$ cat config.mk
export PLATFORM = sky130hd
export DESIGN_NAME = nibble_serial_adder_ctrl
export DESIGN_NICKNAME = d
export VERILOG_FILES = /design/src/rtl/nibble_serial_adder_ctrl_pkg.sv /design/src/rtl/ripple_adder_4bit_dataflow.sv /design/src/rtl/nibble_serial_adder_ctrl.sv
export SDC_FILE = /design/constraint.sdc
export NUM_CORES = 1
export LEC_CHECK = 0
export ABC_AREA = 0
export BUFFER_PORTS_ARGS = -buffer_cell sky130_fd_sc_hd__buf_2
export CAP_MARGIN = 0
export CORE_ASPECT_RATIO = 1.1
export CORE_MARGIN = 1
export CORE_UTILIZATION = 56
export CTS_CLUSTER_SIZE = 8
export DETAILED_ROUTE_END_ITERATION = 16
export GPL_TIMING_DRIVEN = 0
export PLACE_DENSITY = 0.79
export SLEW_MARGIN = 10
export SYNTH_ARGS = -nofsm -noshare
export SYNTH_HDL_FRONTEND = slang
export SYNTH_HIERARCHICAL = 1
export SYNTH_SLANG_ARGS = --single-unit
$ cat constraint.sdc
create_clock -name clk -period 2.5 [get_ports clk]
set_input_delay 0.375 -clock clk [delete_from_list [all_inputs] [get_ports clk]]
set_output_delay 0.375 -clock clk [all_outputs]
set_load 0.1 [all_outputs]
$ cat src/rtl/nibble_serial_adder_ctrl_pkg.sv
// Shared definitions for the nibble-serial adder: slice width and FSM state encoding.
package nibble_serial_adder_ctrl_pkg;

  localparam int unsigned NIBBLE_W = 4;

  typedef enum logic [1:0] {
    ST_IDLE = 2'd0,
    ST_RUN  = 2'd1,
    ST_DONE = 2'd2
  } state_t;

endpackage

$ cat src/rtl/ripple_adder_4bit_dataflow.sv
// 4-bit ripple-carry adder slice, pure dataflow, one full adder per bit.
module ripple_adder_4bit_dataflow
  import nibble_serial_adder_ctrl_pkg::*;
(
  input  logic [NIBBLE_W-1:0] i_a,
  input  logic [NIBBLE_W-1:0] i_b,
  input  logic                i_ci,
  output logic [NIBBLE_W-1:0] o_s,
  output logic                o_co
);

  logic w_c1;
  logic w_c2;
  logic w_c3;

  // Carry chain, bit 0 to bit 3
  assign w_c1 = (i_a[0] & i_b[0]) | (i_a[0] & i_ci) | (i_b[0] & i_ci);
  assign w_c2 = (i_a[1] & i_b[1]) | (i_a[1] & w_c1) | (i_b[1] & w_c1);
  assign w_c3 = (i_a[2] & i_b[2]) | (i_a[2] & w_c2) | (i_b[2] & w_c2);
  assign o_co = (i_a[3] & i_b[3]) | (i_a[3] & w_c3) | (i_b[3] & w_c3);

  // Sum bits
  assign o_s = i_a ^ i_b ^ {w_c3, w_c2, w_c1, i_ci};

endmodule

$ cat src/rtl/nibble_serial_adder_ctrl.sv
// Nibble-serial WIDTH-bit adder: one 4-bit slice reused over WIDTH/4 cycles.
// Optional signed overflow output enabled by defining OVERFLOW_DETECT_EN.
module nibble_serial_adder_ctrl
  import nibble_serial_adder_ctrl_pkg::*;
#(
  parameter int unsigned WIDTH = 16
) (
  input  logic             clk,
  input  logic             rst_n,
  input  logic             start,
  input  logic [WIDTH-1:0] a,
  input  logic [WIDTH-1:0] b,
  input  logic             carry_in,
  output logic             busy,
  output logic             done,
  output logic [WIDTH-1:0] sum,
  output logic             carry_out
`ifdef OVERFLOW_DETECT_EN
  ,
  output logic             overflow
`endif
);

  localparam int unsigned NIBBLES = WIDTH / NIBBLE_W;
  localparam int unsigned CNT_W   = $clog2(NIBBLES);
  localparam int unsigned SH_W    = WIDTH - NIBBLE_W;

  state_t              r_state;
  logic [CNT_W-1:0]    r_cnt;
  logic [WIDTH-1:0]    r_op_a;
  logic [WIDTH-1:0]    r_op_b;
  logic                r_carry;
  logic [SH_W-1:0]     r_sum_sh;
`ifdef OVERFLOW_DETECT_EN
  logic                r_sa;
  logic                r_sb;
`endif

  logic [NIBBLE_W-1:0] w_slice_s;
  logic                w_slice_co;
  logic [WIDTH-1:0]    w_sum_next;

  // Single shared slice operating on the low nibble of the operand shifters
  ripple_adder_4bit_dataflow u_slice (
    .i_a  (r_op_a[NIBBLE_W-1:0]),
    .i_b  (r_op_b[NIBBLE_W-1:0]),
    .i_ci (r_carry),
    .o_s  (w_slice_s),
    .o_co (w_slice_co)
  );

  // Partial sum with this cycle's nibble inserted at the top
  assign w_sum_next = {w_slice_s, r_sum_sh};

  // Sequencer FSM, datapath shifters and registered outputs
  always_ff @(posedge clk or negedge rst_n) begin
    if (!rst_n) begin
      r_state   <= ST_IDLE;
      r_cnt     <= '0;
      r_op_a    <= '0;
      r_op_b    <= '0;
      r_carry   <= 1'b0;
      r_sum_sh  <= '0;
      busy      <= 1'b0;
      done      <= 1'b0;
      sum       <= '0;
      carry_out <= 1'b0;
`ifdef OVERFLOW_DETECT_EN
      r_sa      <= 1'b0;
      r_sb      <= 1'b0;
      overflow  <= 1'b0;
`endif
    end else begin
      case (r_state)
        ST_IDLE: begin
          done <= 1'b0;
          if (start) begin
            r_op_a  <= a;
            r_op_b  <= b;
            r_carry <= carry_in;
            r_cnt   <= '0;
            busy    <= 1'b1;
            r_state <= ST_RUN;
`ifdef OVERFLOW_DETECT_EN
            r_sa    <= a[WIDTH-1];
            r_sb    <= b[WIDTH-1];
`endif
          end
        end
        ST_RUN: begin
          r_op_a   <= {NIBBLE_W'(0), r_op_a[WIDTH-1:NIBBLE_W]};
          r_op_b   <= {NIBBLE_W'(0), r_op_b[WIDTH-1:NIBBLE_W]};
          r_sum_sh <= w_sum_next[WIDTH-1:NIBBLE_W];
          r_carry  <= w_slice_co;
          r_cnt    <= r_cnt + CNT_W'(1);
          if (r_cnt == CNT_W'(NIBBLES - 1)) begin
            sum       <= w_sum_next;
            carry_out <= w_slice_co;
            done      <= 1'b1;
            r_state   <= ST_DONE;
`ifdef OVERFLOW_DETECT_EN
            overflow  <= (r_sa == r_sb) && (w_slice_s[NIBBLE_W-1] != r_sa);
`endif
          end
        end
        ST_DONE: begin
          done    <= 1'b0;
          busy    <= 1'b0;
          r_state <= ST_IDLE;
        end
        default: begin
          done    <= 1'b0;
          busy    <= 1'b0;
          r_state <= ST_IDLE;
        end
      endcase
    end
  end

endmodule

==> metrics.yaml, run 1 <==
status: "finished, final reports clean"
syn_to_final_growth_pct: 19.9
ios: 55
dr.pass1.iters: 4
grt.total_usage: 0.259
die-area_sq_um: 5980
fin_crit_sh: 0.889
setup_violations: 0
holdPathStages: 2
diodes: 0
slew_headroom: 0.649
crit_arrival_ps: 2520
synthCells: 260
max_freq_mhz: 450
layout-drive-gt1-share: 0.346
die_h_microns: 81.0
post_drt_wl_per_cell_microns: 16.6
core_area_sq_um: 5430
grt_pass1_vias: 2285
final_util: 0.701
cts.path.max_buffers: 2
worstSetupEndpointType: "flop"
fin_nets: 368
cts_buffers: 9
fin_tns_setup_ps: 0
grt_max_degree: 37
r2r-end: "sum[15]"
viasPerCell: 5.60
period_minus_slack_ps: 2220
clock_sinks: 68
ys_ff_latch: 68
clk_pin_slew_ps: 70
cts_tree: "yes"
antenna_left: 0
gp_congestion: 0.819
cp.required_ps: 2800
h-tree-depth: 3
rsz0062_at_grt: "no"
clock_latency_ps: 350
synth_fp_nets: 301
grt_pass1_wl_microns: 11200
netlist_area_sq_um: 3180
worstReg2RegStart: "r_op_a[0]"
std_cell_rows: 28
rrSetupSlack_ps: 280
cts_root_buffer: "clkbuf_8"
fillers: 406
syn_avg_cell_area_sq_um: 12.2
yosysWarnings: 6
multi_input_area_sq_um: 1210
worst_pin_slew_ps: 526
cts_resized: 0
worst-r2r-cell-count: 9
hold_viol: 0
holdPathEnd: "r_op_b[13]"
crit_fanout: 2
ys_types: 33
max_cap_viol_count: 0
port_buffers: 54
path_class: "flop to flop"
antenna_found_initial: 0
die_w_microns: 73.8
worstHoldPathType: "input port to flop"
skew_ps: 8.30
ff_latch_area_sq_um: 1700
maxSlewViolCount: 0
drc: 0
drt-initial-drc-count: 77
initial_core_util: 0.585
overflow: 0
wirelength_microns: 6760
hold_start: "b[13]"
critPathLaunchType: "flop"
vias: 2280
dpl.hpwl_microns: 4660
yosysSeqAreaShare: 0.536
## what timing repair did
| item | in CTS | in global routing |
|---|---|---|
| hold endpoints to repair | 32 | 0 |
| hold buffers | 1 | 0 |
| setup buffers | 0 | 0 |
## flip-flops by register name, indices dropped and copies added (netlist names)
signal and cells:
r_op_a 16, r_op_b 16, sum 16, r_sum_sh 12, r_cnt 2, r_state 2, busy 1, carry_out 1
done 1, r_carry 1
## metal layers
metal | wire, microns | track usage | vias to the layer above
li1 | - | - | 1063
met1 | 2850 | 0.313 | 1132
met2 | 3490 | 0.433 | 72
met3 | 295 | 0.0856 | 13
met4 | 128 | 0.0904 | 0
met5 | 0 | 0 | -
## per-stage QoR
| stage | std cells | hold slack (ps) | worst slack [ps] | instance area, sq um |
|---|---|---|---|---|
| 4_1_cts | 407 | 237 | 259 | 3810 |
| 6_report | 407 | 242 | 276 | 3810 |
| 5_1_grt | 407 | 235 | 168 | 3810 |
| 2_1_floorplan | 260 | 79.4 | 431 | 3180 |
| 3_3_place_gp | 389 | 460 | 323 | 3540 |
| 3_5_place_dp | 390 | 345 | 282 | 3560 |
## critical path, stage by stage, from the launching register on
cell and delay [ps]:
dfrtp_1 380, inv_1 80, fa_1 180, inv_1 50, fa_1 390, fa_1 370, inv_1 90, fa_1 410
inv_1 90, mux2_2 140
## worst max path at each step
stage | slack, ps | startpoint | cells past startpoint | endpoint
after CTS | 260 | r_op_a[0] | 9 | sum[15]
after detailed placement | 280 | r_op_a[0] | 9 | r_sum_sh[11]
after global routing | 170 | r_op_a[0] | 9 | sum[15]
after floorplan | 430 | r_op_a[0] | 9 | r_sum_sh[11]
final | 280 | r_op_a[0] | 9 | sum[15]
after global placement | 320 | r_op_a[0] | 9 | r_sum_sh[11]
## logic make-up (layout without fill, tap and decap cells)
kind of cell / after synthesis / after routing / synth area share
compound gates: 38 / 38 / 0.100
fa+ha+maj: 5 / 5 / 0.0291
buf+inv: 61 / 133 / 0.0843
flops: 68 / 68 / 0.536
mux: 30 / 30 / 0.106
simple gates: 58 / 58 / 0.145
## cell type report
cell class,count,share of cell area
plain buffers,21,0.0309
clock buffers,11,0.0398
clock inverters,5,0.0220
inverters,40,0.0394
multi-input cells,131,0.317
flip-flops and latches,68,0.447
well taps,75,0.0246
repair buffers,56,0.0795
## cell usage in the layout, fill, tap and decap left out
master	count
nor4b_1	24
clkbuf_8	11
nand3b_1	4
clkinvlp_4	2
nand2_1	4
o221ai_1	4
buf_6	4
or4b_1	1
a211oi_1	15
and4bb_2	1
or2_2	1
nor3b_1	16
o21bai_4	1
buf_4	2
mux2i_1	1
ha_1	1
nand2b_2	1
dfrtp_1	68
nand2b_1	2
dlygate4sd3_1	1
buf_1	1
a22o_1	4
clkbuf_1	11
o21ba_2	1
mux2_2	28
a21oi_1	2
a21o_1	1
a221oi_1	9
fa_1	4
nor2_1	2
o221a_2	1
nand3b_4	1
inv_1	40
mux2_1	1
clkinv_4	1
buf_2	57
buf_12	1
nor2b_1	1
bufinv_16	2
## Yosys cell counts
cell      count  area share
a21oi_1       2      0.0032
ha_1          1      0.0039
nor2b_1       1      0.0020
o21ba_2       1      0.0032
nand2b_2      1      0.0028
or2_2         1      0.0020
buf_2         4      0.0063
o21bai_4      1      0.0059
nand3b_1      4      0.0095
fa_1          4       0.025
mux2_2       28       0.099
a22o_1        4       0.011
mux2_1        1      0.0035
mux2i_1       1      0.0032
nor3b_1      16       0.038
o221a_2       1      0.0035
a221oi_1      9       0.025
nand2b_1      2      0.0039
nor4b_1      24       0.066
nand3b_4      1      0.0063
clkbuf_1     11       0.013
buf_1         1      0.0012
buf_6         4       0.014
or4b_1        1      0.0032
nor2_1        2      0.0024
buf_4         1      0.0024
nand2_1       4      0.0047
and4bb_2      1      0.0039
a211oi_1     15       0.035
o221ai_1      4       0.011
inv_1        40       0.047
dfrtp_1      68        0.54
a21o_1        1      0.0024
Power of run 1 is left out: the tool's default activity adds up to more than one toggle a clock period on the data nets, which glitch-free logic cannot reach.
==> run 2, diff against run 1 <==
--- a/config.mk
+++ b/config.mk
@@ -10,3 +10,3 @@
 export CAP_MARGIN = 0
-export CORE_ASPECT_RATIO = 1.1
+export CORE_ASPECT_RATIO = 1.5
 export CORE_MARGIN = 1
@@ -17,2 +17,3 @@
 export PLACE_DENSITY = 0.79
+export REMOVE_ABC_BUFFERS = 1
 export SLEW_MARGIN = 10
==> constraint.sdc (replaced) <==
create_clock -name clk -period 2.5 [get_ports clk]
set_input_delay 0 -clock clk [delete_from_list [all_inputs] [get_ports clk]]
set_output_delay 0 -clock clk [all_outputs]
set_load 0.1 [all_outputs]
==> run 2 against run 1 <==
Compared with the run above:
- non-clock buffer count decreased by 13
- hold slack got worse by 220 ps
- sequential share of layout area increased by 0.92 points
- critical path depth decreased by 7
- first-iteration DRC count increased by 32%
- clock skew increased by 1.2 ps
- maximum frequency decreased by 1.3%
- final cell count decreased by 4.4%
==> metrics.yaml, run 2 (synthesis results as in run 1) <==
gp_congestion: 0.708  # -14%
std_cell_rows: 33  # +18%
syn_to_final_growth_pct: 17.6
fin_nets: 355  # -3.5%
slew_headroom: 0.411  # -0.239
cts_buffers: 9  # unchanged
max_cap_viol_count: 0  # unchanged
cts.path.max_buffers: 2  # unchanged
postCtsSetupBuffers: 0  # unchanged
grt_pass1_wl_microns: 9880  # -12%
skew_ps: 9.50  # +1.20 ps
grt_pass1_vias: 2128  # -6.9%
ios: 55  # unchanged
die_w_microns: 63.5  # -14%
grtUsageMet2: 0.355  # -0.0784
layout_commonest_cell: "dfrtp_1"
worst_pin_slew_ps: 884  # +358 ps
post_drt_wl_per_cell_microns: 14.7  # -12%
antenna_found_initial: 0  # unchanged
max_freq_mhz: 444  # -1.3%
multi_input_area_sq_um: 1210  # unchanged
crit_arrival_ps: 2480  # -40 ps
h-tree-depth: 3  # unchanged
dr.pass1.iters: 4  # unchanged
core_area_sq_um: 5450  # +0.37%
die_h_microns: 94.2  # +16%
port_buffers: 54  # unchanged
dpl.hpwl_microns: 3580  # -23%
cts_hold_buffers: 8  # +7
wirelength_microns: 5710  # -16%
placed_area_sq_um: 3470  # -2.6%
viasPerCell: 5.48  # -2.3%
vias: 2130  # -6.6%
layout-drive-gt1-share: 0.342  # -0.00469
clock_latency_ps: 350  # about the same
path_class: "flop to flop"
fin_crit_sh: 0.901  # +0.0114
die-area_sq_um: 5980  # about the same
pre_cts_ws_ps: 279  # -3.62 ps
top_usage_layer: "met2"
setup_violations: 0  # unchanged
antenna_left: 0  # unchanged
maxSlewViolCount: 0  # unchanged
fillers: 439  # +8.1%
worstHoldPathType: "input port to asynchronous set/reset pin"
period_minus_slack_ps: 2250  # +28.6 ps
fin_ws_ps: 248  # -28.6 ps
cts_resized: 0  # unchanged
reg_top3: "r_op_a (16), r_op_b (16), sum (16)"
grt_max_degree: 63  # +70%
drt-initial-drc-count: 102  # +32%
final_cell_mix: "dfrtp_1, buf_2, inv_1"
drc: 0  # unchanged
diodes: 0  # unchanged
worstSetupEndpointType: "flop"
grt_use_met3: 0.0328  # -0.0528
initial_core_util: 0.583  # -0.00215
final_area_sq_um: 3740  # -1.9%
grt.total_usage: 0.217  # -0.0417
rsz0062_at_grt: "no"
met1_usage: 0.276  # -0.0371
clk_pin_slew_ps: 70  # about the same
status: "finished, final reports clean"
crit_fanout: 54  # +52
hold_viol: 0  # unchanged
overflow: 0  # unchanged
cp.required_ps: 2730  # -70 ps
critPathLaunchType: "flop"
clock_sinks: 68  # unchanged
ff_latch_area_sq_um: 1700  # +0.15%
cts_tree: "yes"
cts_root_buffer: "clkbuf_8"
fin_tns_setup_ps: 0  # unchanged
run 2: changes by cell type in the layout (fill, tap and decap cells not counted), sizes merged:
cell,delta
clkinvlp,-1
clkbuf,-10
buf,-9
dlygate4sd3,+7
bufinv,-2
clkinv,+2
run 2: final timing paths:
path | start | to | slack, ps | depth (start not counted)
max in group asynchronous | rst_n | r_state[1] | 1940 | 3
hold / removal | rst_n | r_op_b[7] | 20 | 2
min in group clk | b[0] | r_op_b[0] | 20 | 3
setup reg to reg | r_state[0] | r_sum_sh[11] | 250 | 2
hold reg to reg | r_op_b[15] | r_op_b[15] | 490 | 1
setup / recovery | r_state[0] | r_sum_sh[11] | 250 | 2
run 2: per-layer routing:
layer | vias to the layer above | wire length (microns)
met5 | - | 0
li1 | 1032 | -
met1 | 1040 | 2580
met3 | 11 | 192
met4 | 0 | 115
met2 | 47 | 2820
run 2: metrics by stage:
stage,hold WS [ps],std cells,utilization
final,17.2,389,0.686
after global routing,18.5,389,0.686
after CTS,7.78,389,0.686
after detailed placement,-167,365,0.637
after global placement,215,363,0.627
after floorplan,-296,239,-
run 2: critical path: stages (launching register included):
cell	delay (ps)
dfrtp_2	940
nor2b_1	780
mux2_2	410
run 2: cell type report:
| type | instances | share of cell area |
|---|---|---|
| Sequential cell | 68 | 0.456 |
| Multi-Input combinational cell | 131 | 0.323 |
| Timing Repair Buffer | 64 | 0.107 |
| Clock buffer | 12 | 0.0442 |
| Inverter | 40 | 0.0402 |
| Tap cell | 70 | 0.0234 |
| Clock inverter | 4 | 0.00603 |
Power of run 2 is left out for the same reason.
